<file path="src/rtl/grn_pkg.sv">
// Shared definitions for the GRN write-side blocks.
//   t_wr_state     : line writer state machine states
//   LINE_WIDTH     : width of one result / cache line
//   PAIRS_PER_LINE : {transient length, configuration} pairs per line
//   STATUS_FLAG    : completion marker placed in the status line
//   status_line()  : builds the completion line from the issued line count
package grn_pkg;

  typedef enum logic [2:0] {
    IDLE,
    RUN,
    DRAIN,
    STATUS,
    WAIT_RSP,
    DONE
  } t_wr_state;

  localparam int LINE_WIDTH     = 512;
  localparam int PAIRS_PER_LINE = 8;
  localparam int PAIR_WIDTH     = LINE_WIDTH / PAIRS_PER_LINE;

  localparam logic [31:0] STATUS_FLAG = 32'h0000_0001;

  // Status line: first pair carries {flag, line count}; everything else zero.
  function automatic logic [LINE_WIDTH-1:0] status_line(input logic [31:0] count);
    logic [LINE_WIDTH-1:0] line;
    line = '0;
    line[PAIR_WIDTH-1:0] = {STATUS_FLAG, count};
    return line;
  endfunction

endpackage

</file>
<file path="src/rtl/grn_line_fifo.sv">
// Synchronous FIFO with show-ahead output.
//   clk, rst  : clock, synchronous active-high reset (empties the FIFO)
//   push_i    : write data_i (accepted when not full, or when full and popping)
//   pop_i     : discard the head entry (ignored when empty)
//   data_i    : write data
//   data_o    : current head entry, valid while empty_o is low
//   full_o    : DEPTH entries held
//   empty_o   : no entries held
module grn_line_fifo #(
  parameter int DEPTH = 8,
  parameter int WIDTH = 512
) (
  input  logic             clk,
  input  logic             rst,
  input  logic             push_i,
  input  logic             pop_i,
  input  logic [WIDTH-1:0] data_i,
  output logic [WIDTH-1:0] data_o,
  output logic             full_o,
  output logic             empty_o
);

  localparam int PTR_W = $clog2(DEPTH);
  localparam logic [PTR_W:0] FULL_CNT = (PTR_W + 1)'(DEPTH);

  logic [WIDTH-1:0] mem_q [DEPTH];
  logic [PTR_W-1:0] wr_ptr_q;
  logic [PTR_W-1:0] rd_ptr_q;
  logic [PTR_W:0]   count_q;
  logic             do_push;
  logic             do_pop;

  assign full_o  = (count_q == FULL_CNT);
  assign empty_o = (count_q == '0);
  assign do_pop  = pop_i && !empty_o;
  // A pop in the same cycle frees the slot, so a full FIFO can still take a push.
  assign do_push = push_i && (!full_o || do_pop);
  assign data_o  = mem_q[rd_ptr_q];

  // Storage carries no reset; only the pointers define validity.
  always_ff @(posedge clk) begin
    if (do_push) begin
      mem_q[wr_ptr_q] <= data_i;
    end
  end

  // DEPTH is a power of two, so the pointers wrap naturally.
  always_ff @(posedge clk) begin
    if (rst) begin
      wr_ptr_q <= '0;
      rd_ptr_q <= '0;
      count_q  <= '0;
    end else begin
      if (do_push) begin
        wr_ptr_q <= wr_ptr_q + PTR_W'(1);
      end
      if (do_pop) begin
        rd_ptr_q <= rd_ptr_q + PTR_W'(1);
      end
      case ({do_push, do_pop})
        2'b10:   count_q <= count_q + (PTR_W + 1)'(1);
        2'b01:   count_q <= count_q - (PTR_W + 1)'(1);
        default: count_q <= count_q;
      endcase
    end
  end

endmodule

</file>
<file path="src/rtl/grn_line_writer.sv">
// Write-side consumer of the GRN result stream.
// Captures 512-bit result lines over req_write/ack_write into a FIFO, writes
// them to consecutive cache-line addresses from base_addr, and after finish
// drains, writes one status line to status_addr, waits for every write
// response and raises done.
//   clk, rst         : clock, synchronous active-high reset
//   start            : pulse in IDLE; latches base_addr/status_addr
//   req_write        : source holds a line on transient until ack_write
//   ack_write        : one-cycle capture acknowledge
//   finish           : level, source has produced its last line
//   wr_valid/addr/data : one-cycle write request per line
//   wr_almost_full   : no new write request while high
//   wr_rsp_valid     : one write completion per pulse
//   lines_written    : result lines issued (status line excluded)
//   done             : sticky completion flag
module grn_line_writer
  import grn_pkg::*;
#(
  parameter int FIFO_DEPTH = 8,
  parameter int ADDR_WIDTH = 42,
  parameter int CNT_WIDTH  = 32
) (
  input  logic                  clk,
  input  logic                  rst,
  input  logic                  start,
  input  logic [ADDR_WIDTH-1:0] base_addr,
  input  logic [ADDR_WIDTH-1:0] status_addr,
  input  logic                  req_write,
  input  logic [LINE_WIDTH-1:0] transient,
  output logic                  ack_write,
  input  logic                  finish,
  output logic                  wr_valid,
  output logic [ADDR_WIDTH-1:0] wr_addr,
  output logic [LINE_WIDTH-1:0] wr_data,
  input  logic                  wr_almost_full,
  input  logic                  wr_rsp_valid,
  output logic [CNT_WIDTH-1:0]  lines_written,
  output logic                  done
);

  t_wr_state             state_q;
  logic [ADDR_WIDTH-1:0] base_q;
  logic [ADDR_WIDTH-1:0] status_q;
  logic                  ack_q;
  logic                  wr_valid_q;
  logic [ADDR_WIDTH-1:0] wr_addr_q;
  logic [LINE_WIDTH-1:0] wr_data_q;
  logic [CNT_WIDTH-1:0]  lines_q;
  logic [CNT_WIDTH-1:0]  outstanding_q;
  logic [CNT_WIDTH-1:0]  outstanding_d;
  logic                  done_q;

  logic                  fifo_full;
  logic                  fifo_empty;
  logic [LINE_WIDTH-1:0] fifo_head;

  logic                  accepting;
  logic                  pop;
  logic                  push;
  logic                  status_fire;
  logic                  issue;
  logic                  rsp_take;
  logic [31:0]           lines_32;

  always_comb begin
    accepting   = (state_q == RUN) || (state_q == DRAIN);
    pop         = accepting && !fifo_empty && !wr_almost_full;
    // ack_q guard: the source still drives req_write during the ack cycle.
    push        = accepting && req_write && !ack_q && (!fifo_full || pop);
    status_fire = (state_q == STATUS) && !wr_almost_full;
    issue       = pop || status_fire;
    // A response with nothing outstanding is stray and is dropped.
    rsp_take    = wr_rsp_valid && (outstanding_q != '0);
    // Counted at the issuing edge so WAIT_RSP never sees a stale zero.
    outstanding_d = outstanding_q + CNT_WIDTH'(issue) - CNT_WIDTH'(rsp_take);
    lines_32    = 32'(lines_q);
  end

  grn_line_fifo #(
    .DEPTH (FIFO_DEPTH),
    .WIDTH (LINE_WIDTH)
  ) u_fifo (
    .clk     (clk),
    .rst     (rst),
    .push_i  (push),
    .pop_i   (pop),
    .data_i  (transient),
    .data_o  (fifo_head),
    .full_o  (fifo_full),
    .empty_o (fifo_empty)
  );

  always_ff @(posedge clk) begin
    if (rst) begin
      state_q       <= IDLE;
      base_q        <= '0;
      status_q      <= '0;
      ack_q         <= 1'b0;
      wr_valid_q    <= 1'b0;
      wr_addr_q     <= '0;
      wr_data_q     <= '0;
      lines_q       <= '0;
      outstanding_q <= '0;
      done_q        <= 1'b0;
    end else begin
      ack_q         <= push;
      wr_valid_q    <= issue;
      outstanding_q <= outstanding_d;

      if (pop) begin
        // Address wraps modulo 2^ADDR_WIDTH.
        wr_addr_q <= base_q + ADDR_WIDTH'(lines_q);
        wr_data_q <= fifo_head;
        lines_q   <= lines_q + CNT_WIDTH'(1);
      end else if (status_fire) begin
        wr_addr_q <= status_q;
        wr_data_q <= status_line(lines_32);
      end

      case (state_q)
        IDLE: begin
          if (start) begin
            base_q   <= base_addr;
            status_q <= status_addr;
            state_q  <= RUN;
          end
        end
        RUN: begin
          if (finish) begin
            state_q <= DRAIN;
          end
        end
        DRAIN: begin
          // A pending handshake keeps us here until it completes.
          if (fifo_empty && !req_write) begin
            state_q <= STATUS;
          end
        end
        STATUS: begin
          if (status_fire) begin
            state_q <= WAIT_RSP;
          end
        end
        WAIT_RSP: begin
          if (outstanding_q == '0) begin
            state_q <= DONE;
            done_q  <= 1'b1;
          end
        end
        DONE:    state_q <= DONE;
        default: state_q <= IDLE;
      endcase
    end
  end

  assign ack_write     = ack_q;
  assign wr_valid      = wr_valid_q;
  assign wr_addr       = wr_addr_q;
  assign wr_data       = wr_data_q;
  assign lines_written = lines_q;
  assign done          = done_q;

endmodule

</file>
<file path="config.mk">
export PLATFORM = sky130hd
export DESIGN_NAME = grn_line_writer
export DESIGN_NICKNAME = d
export VERILOG_FILES = /design/src/rtl/grn_pkg.sv /design/src/rtl/grn_line_fifo.sv /design/src/rtl/grn_line_writer.sv
export SDC_FILE = /design/constraint.sdc
export NUM_CORES = 2
export LEC_CHECK = 0
export ABC_AREA = 0
export BUFFER_PORTS_ARGS = -buffer_cell sky130_fd_sc_hd__buf_2
export CORE_ASPECT_RATIO = 0.9
export CORE_MARGIN = 2
export CORE_UTILIZATION = 60
export CTS_CLUSTER_SIZE = 30
export DETAILED_ROUTE_END_ITERATION = 8
export GPL_ROUTABILITY_DRIVEN = 0
export GPL_TIMING_DRIVEN = 1
export HOLD_SLACK_MARGIN = 0.06
export PLACE_DENSITY = 0.81
export SYNTH_ARGS = -nofsm -noshare
export SYNTH_HDL_FRONTEND = slang
export SYNTH_SLANG_ARGS = --single-unit
</file>
<file path="constraint.sdc">
create_clock -name clk -period 81.1 [get_ports clk]
set_input_delay 24.33 -clock clk [delete_from_list [all_inputs] [get_ports clk]]
set_output_delay 24.33 -clock clk [all_outputs]
set_load 0.05 [all_outputs]
</file>
# ---- Word-level counts from Yosys, hierarchy flattened
# Memory sizes are Yosys's and may differ from the RTL's. A register that Yosys moved wholly into a read port is not among the register bits.
# Cells that the tools add are included.
dict set report totals {
  regBits 718
  mem_bits_rw 4096
  in_bits 603
  out_inout_bits 589
  elab_cells 78
  memories 1
}
dict set report op_classes {
  n_addsub 8
  eq_ne 13
  mux 15
  reduce_logical 28
}
# name words width rd rd_ports_with_merged_regs wr line_no
set mem_list {}
lappend mem_list {u_fifo.mem_q 8 512 1 1 1 grn_line_fifo.sv:26} ;# logic [WIDTH-1:0] mem_q [DEPTH];
# op n
set ops {}
lappend ops {{$mux W512} 2}
lappend ops {{$mux W42} 2}
lappend ops {{$add A42 B32 Y42} 1}
lappend ops {{$add A32 B1 Y32} 1}
lappend ops {{$add A32 B1 Y32 const B} 1}
lappend ops {{$logic_not A32 Y1} 1}
lappend ops {{$reduce_bool A32 Y1} 1}
lappend ops {{$sub A32 B1 Y32} 1}
lappend ops {{$mux W3} 7}
lappend ops {{$pmux W3 S6} 1}
lappend ops {{$logic_and A1 B1 Y1} 10}
lappend ops {{$ne A2 B2 Y1 const B} 4}
lappend ops {{$pmux W4 S2} 1}
lappend ops {{$add A3 B1 Y3 const B} 2}
lappend ops {{$eq A3 B2 Y1 const B} 2}
lappend ops {{$eq A3 B3 Y1 const B} 2}
lappend ops {{$logic_not A1 Y1} 5}
lappend ops {{$reduce_and A5 Y1} 1}
lappend ops {{$add A4 B1 Y4 const B} 1}
lappend ops {{$eq A4 B4 Y1 const B} 1}
lappend ops {{$logic_not A4 Y1} 1}
lappend ops {{$logic_or A1 B1 Y1} 4}
lappend ops {{$reduce_and A2 Y1} 2}
lappend ops {{$reduce_bool A2 Y1} 2}
lappend ops {{other kinds (7)} 8}

# ---- Logic depth before layout (Yosys ltp)
dict set report logic_depth {
  ltp_word 9
  mapped_depth 22
  depth_no_buf 20
}

# ---- Hierarchy
# From an unflattened synthesis, not the netlist that was laid out.
dict set report hier_totals {
  hier_cells 9682
  hier_area_um2 183288.3
}
# module instances cells_each area_per_inst_um2 seq_area_each_um2
set by_module_without_submodules {}
lappend by_module_without_submodules {grn_line_fifo 1 6000 154052.7 123258.2}
lappend by_module_without_submodules {grn_line_writer 1 3682 29235.5 14173.6}

# ---- Least setup slack after synthesis
# OpenSTA, ideal clock, no wires.
dict set report synth_timing {
  kind {input-to-reg}
  start {input port req_write}
  end {memory u_fifo.mem_q[2][0] (enable)}
  setup_ps 2120
  arrival_ps 61929
  required_ps 78980
  path_slack_ps 17052
  stages 5
  path_buffers 0
  cell_sequence {inv_1 > nor4_1 > o41ai_1 > or2_2 > nor3b_1}
}
dict set report synth_via {
  elab_chain_cells 6
}
# element line_no
set synth_lines {}
lappend synth_lines {{from (decl)} grn_line_writer.sv:28} ;# input logic req_write,
lappend synth_lines {{$logic_and A1 B1 Y1 (3 in series)} grn_line_writer.sv:69} ;# push = accepting && req_write && !ack_q && (!fifo_full || pop);
lappend synth_lines {{$logic_and A1 B1 Y1} grn_line_fifo.sv:37} ;# assign do_push = push_i && (!full_o || do_pop);
lappend synth_lines {{$mux W1} grn_line_fifo.sv:42} ;# if (do_push) begin
lappend synth_lines {{$mux W1 (not written as such)} grn_line_fifo.sv:43} ;# mem_q[wr_ptr_q] <= data_i;
lappend synth_lines {{to (decl)} grn_line_fifo.sv:26}
# No other way between the ends.

# ---- Final worst setup path
dict set report layout_timing {
  start {input port req_write}
  end {memory u_fifo.mem_q[4][438] (enable)}
}
# Same word-level chain as after synthesis.

==> results.yml <==
clock_tree:
  cts_max_level: 5
  cts-hold-fix-buffers: 0
  cts.path.max_buffers: 4
  clkTransAtPathRegs_ns: 0.06
  cts.repair.resized: 0
  clk_latency_ns: 1.00
  cts_tree: "done"
  cts_buffers: 439
  clockRootBuffer: "clkbuf_16"
  post-cts-setup-buffers: 0
  clock-sinks: 4817
final_layout:
  regArea_mm2: 0.1374
  finalNetCount: 11570
  n_fill_cell: 17720
  final_common_cell: "edfxtp_1"
  area_growth_pct: 13.95
  final_cell_mix: "4096 x edfxtp_1, 1190 x buf_2, 1099 x nor2_1, 1024 x mux4_2, 718 x dfxtp_1"
  multiInputGateArea_mm2: 0.04228
  drive_above_1_share: 0.2715
timing:
  rsz0062_at_grt: "false"
  fmax_mhz: 34.81
  fin_hold_ws_ns: 0.4591
  worstMarginPinSlew_ns: 1.321
  slew_headroom: 0.1192
  hold_violations: 0
  setup_viol: 0
  period_share: 0.3543
  fin_skew_ns: 0.09497
  min_period_ns: 28.73
  drv_slew: 0
  finalSetupTns_ns: 0
worst_setup_path:
  critPathMaxFanout: 59
  cp-end-kind: "flip-flop"
  reg2reg_slack_ns: 75.30
  r2r_cells: 11
  r2r-end: "u_fifo.mem_q[4][438]$_DFFE_PP_"
  cp-start-kind: "primary input"
  worstPathRequired_ns: 81.64
  crit_path_start: "req_write"
  cp.arrival_ns: 29.27
  r2r-start: "state_q[0]$_SDFFE_PP0P_"
  critical_path_class: "primary input to flip-flop"
detailed_routing:
  dr.pass1.iters: 6
  drt_iter0_markers: 13400
  routed_wl_mm: 467.6
  postRouteAntennaNets: 0
  post_drt_wl_per_cell_um: 30.15
  drcViolationCount: 0
  via_per_inst: 6.507
  vias: 100900
synth:
  synthDistinctLibCells: 72
  async_flop_share: 0
  syn_avg_cell_area_um2: 18.79
  synth_flop_cell: "edfxtp_1"
  ys_warn_count: 0
  synth_edf_count: 4096
  ys_ff_latch: 4817
  syn_inst: 9696
  ys_seq_area_frac: 0.7544
  syn_area_mm2: 0.1822
  synth_nets: 10390
die:
  start_util: 0.6040
  dieArea_mm2: 0.3081
  rows: 191
  fp.dieH_um: 526.7
  ios: 1192
  fp.dieW_um: 584.8
  core_area_mm2: 0.3016
grt:
  overflow: 0
  grt_first_pass_wirelength_mm: 678.1
  gr-usage-all-layers: 0.2980
  grt_max_degree: 208
  grt_pass1_vias: 99710
  antenna_found_initial: 239
min_path:
  min_path_cells: 2
  hp-class: "flip-flop to flip-flop"
  min_from: "status_q[0]$_SDFFE_PP0P_"
  hold_end: "status_q[0]$_SDFFE_PP0P_"
run_status:
  status: "finished, final reports clean"
flow_run:
  drv_cap: 0
placement:
  dpl.hpwl_mm: 263.8
  port_buffers: 1191
pwr:
  p_leak_uw: 0.06754
  ir_worst_vdd_v: 0.00002248
  p_per_area_mw_per_mm2: 26.16
## kinds of logic after synthesis
family / synth area share
AOI/OAI and AO/OA: 0.03186
DFF: 0.7544
and+or+nand+nor: 0.03631
muxes: 0.1532
xor gates and xnor gates: 0.004135
adders and majority gates: 0.006168
buffers and inverters: 0.01389
## worst max-delay path, cell delays in order
cell and delay (ns):
buf_2 0.11, inv_1 0.06, nor4_1 0.29, o41ai_1 0.13, buf_4 0.18, inv_1 0.10, nand2_1 0.17, nor3_2 0.50
buf_4 0.65, buf_4 0.83, buf_4 0.89, buf_4 0.77
## how the worst max path moves through the flow
stage	endpoint	cells after the start	slack (ns)
after global routing	u_fifo.mem_q[4][438]$_DFFE_PP_	12	52.06
after CTS	u_fifo.mem_q[4][78]$_DFFE_PP_	12	52.35
final	u_fifo.mem_q[4][438]$_DFFE_PP_	12	52.37
after detailed placement	u_fifo.mem_q[4][77]$_DFFE_PP_	12	51.35
after global placement	u_fifo.mem_q[4][83]$_DFFE_PP_	12	51.44
after floorplan	u_fifo.mem_q[2][0]$_DFFE_PP_	5	17.05
## routing by layer
metal	vias up	global-route usage	part of all wire
met3	1186	0.07871	0.12
met5	-	0	0.0020
met4	146	0.1282	0.047
met2	6535	0.4670	0.48
li1	41260	-	-
met1	51800	0.3991	0.36
## cell type report
| class | instances | area share |
|---|---|---|
| Sequential cell | 4817 | 0.6621 |
| Multi-Input combinational cell | 4225 | 0.2037 |
| Clock buffer | 577 | 0.05866 |
| Timing Repair Buffer | 1333 | 0.03516 |
| Tap cell | 4053 | 0.02443 |
| Clock inverter | 245 | 0.01240 |
| Antenna cell | 195 | 0.002351 |
| Inverter | 66 | 0.001199 |
## state kept, by name, summed over array words and instances, names as in the netlist, named ones only
register         flops
done                 1
u_fifo.wr_ptr_q      3
status_q            42
state_q              3
wr_addr             42
u_fifo.mem_q      4096
base_q              42
wr_data            512
outstanding_q       32
u_fifo.rd_ptr_q      3
ack_write            1
wr_valid             1
u_fifo.count_q       4
lines_written       32
## power by group
group	internal [µW]	total, µW	switching, µW
clock	1190	2110	922
sequential	2760	2790	33.8
combinational	189	522	334
## metrics by stage
stage | setup slack [ns] | utilization | area, µm² | cells | total power, µW
6_report | 52.37 | 0.6883 | 207600 | 15510 | 5431
5_1_grt | 52.06 | 0.6875 | 207300 | 15420 | 5574
4_1_cts | 52.35 | 0.6867 | 207100 | 15320 | 5440
3_5_place_dp | 51.35 | 0.6378 | 192300 | 14490 | 3353
3_3_place_gp | 51.44 | 0.6378 | 192300 | 14490 | 3334
2_1_floorplan | 17.05 | - | 182200 | 9696 | 3253
## cells in the mapped netlist (all sizes together) (41+ instances only)
library cell     n  area share
xnor2           45      0.0022
a21oi          178      0.0049
inv             65      0.0013
nor2          1103       0.023
a31oi          495       0.017
buf            164      0.0038
nand2          365      0.0075
nor2b           46      0.0016
mux2i          485       0.027
mux4          1024        0.13
a211oi          42      0.0017
a311oi          55      0.0026
edfxtp        4096        0.68
dfxtp          721       0.079
clkbuf         424      0.0087
xor2            41      0.0020
ha              85      0.0058
Note: power is estimated with default switching activity, not from simulation.
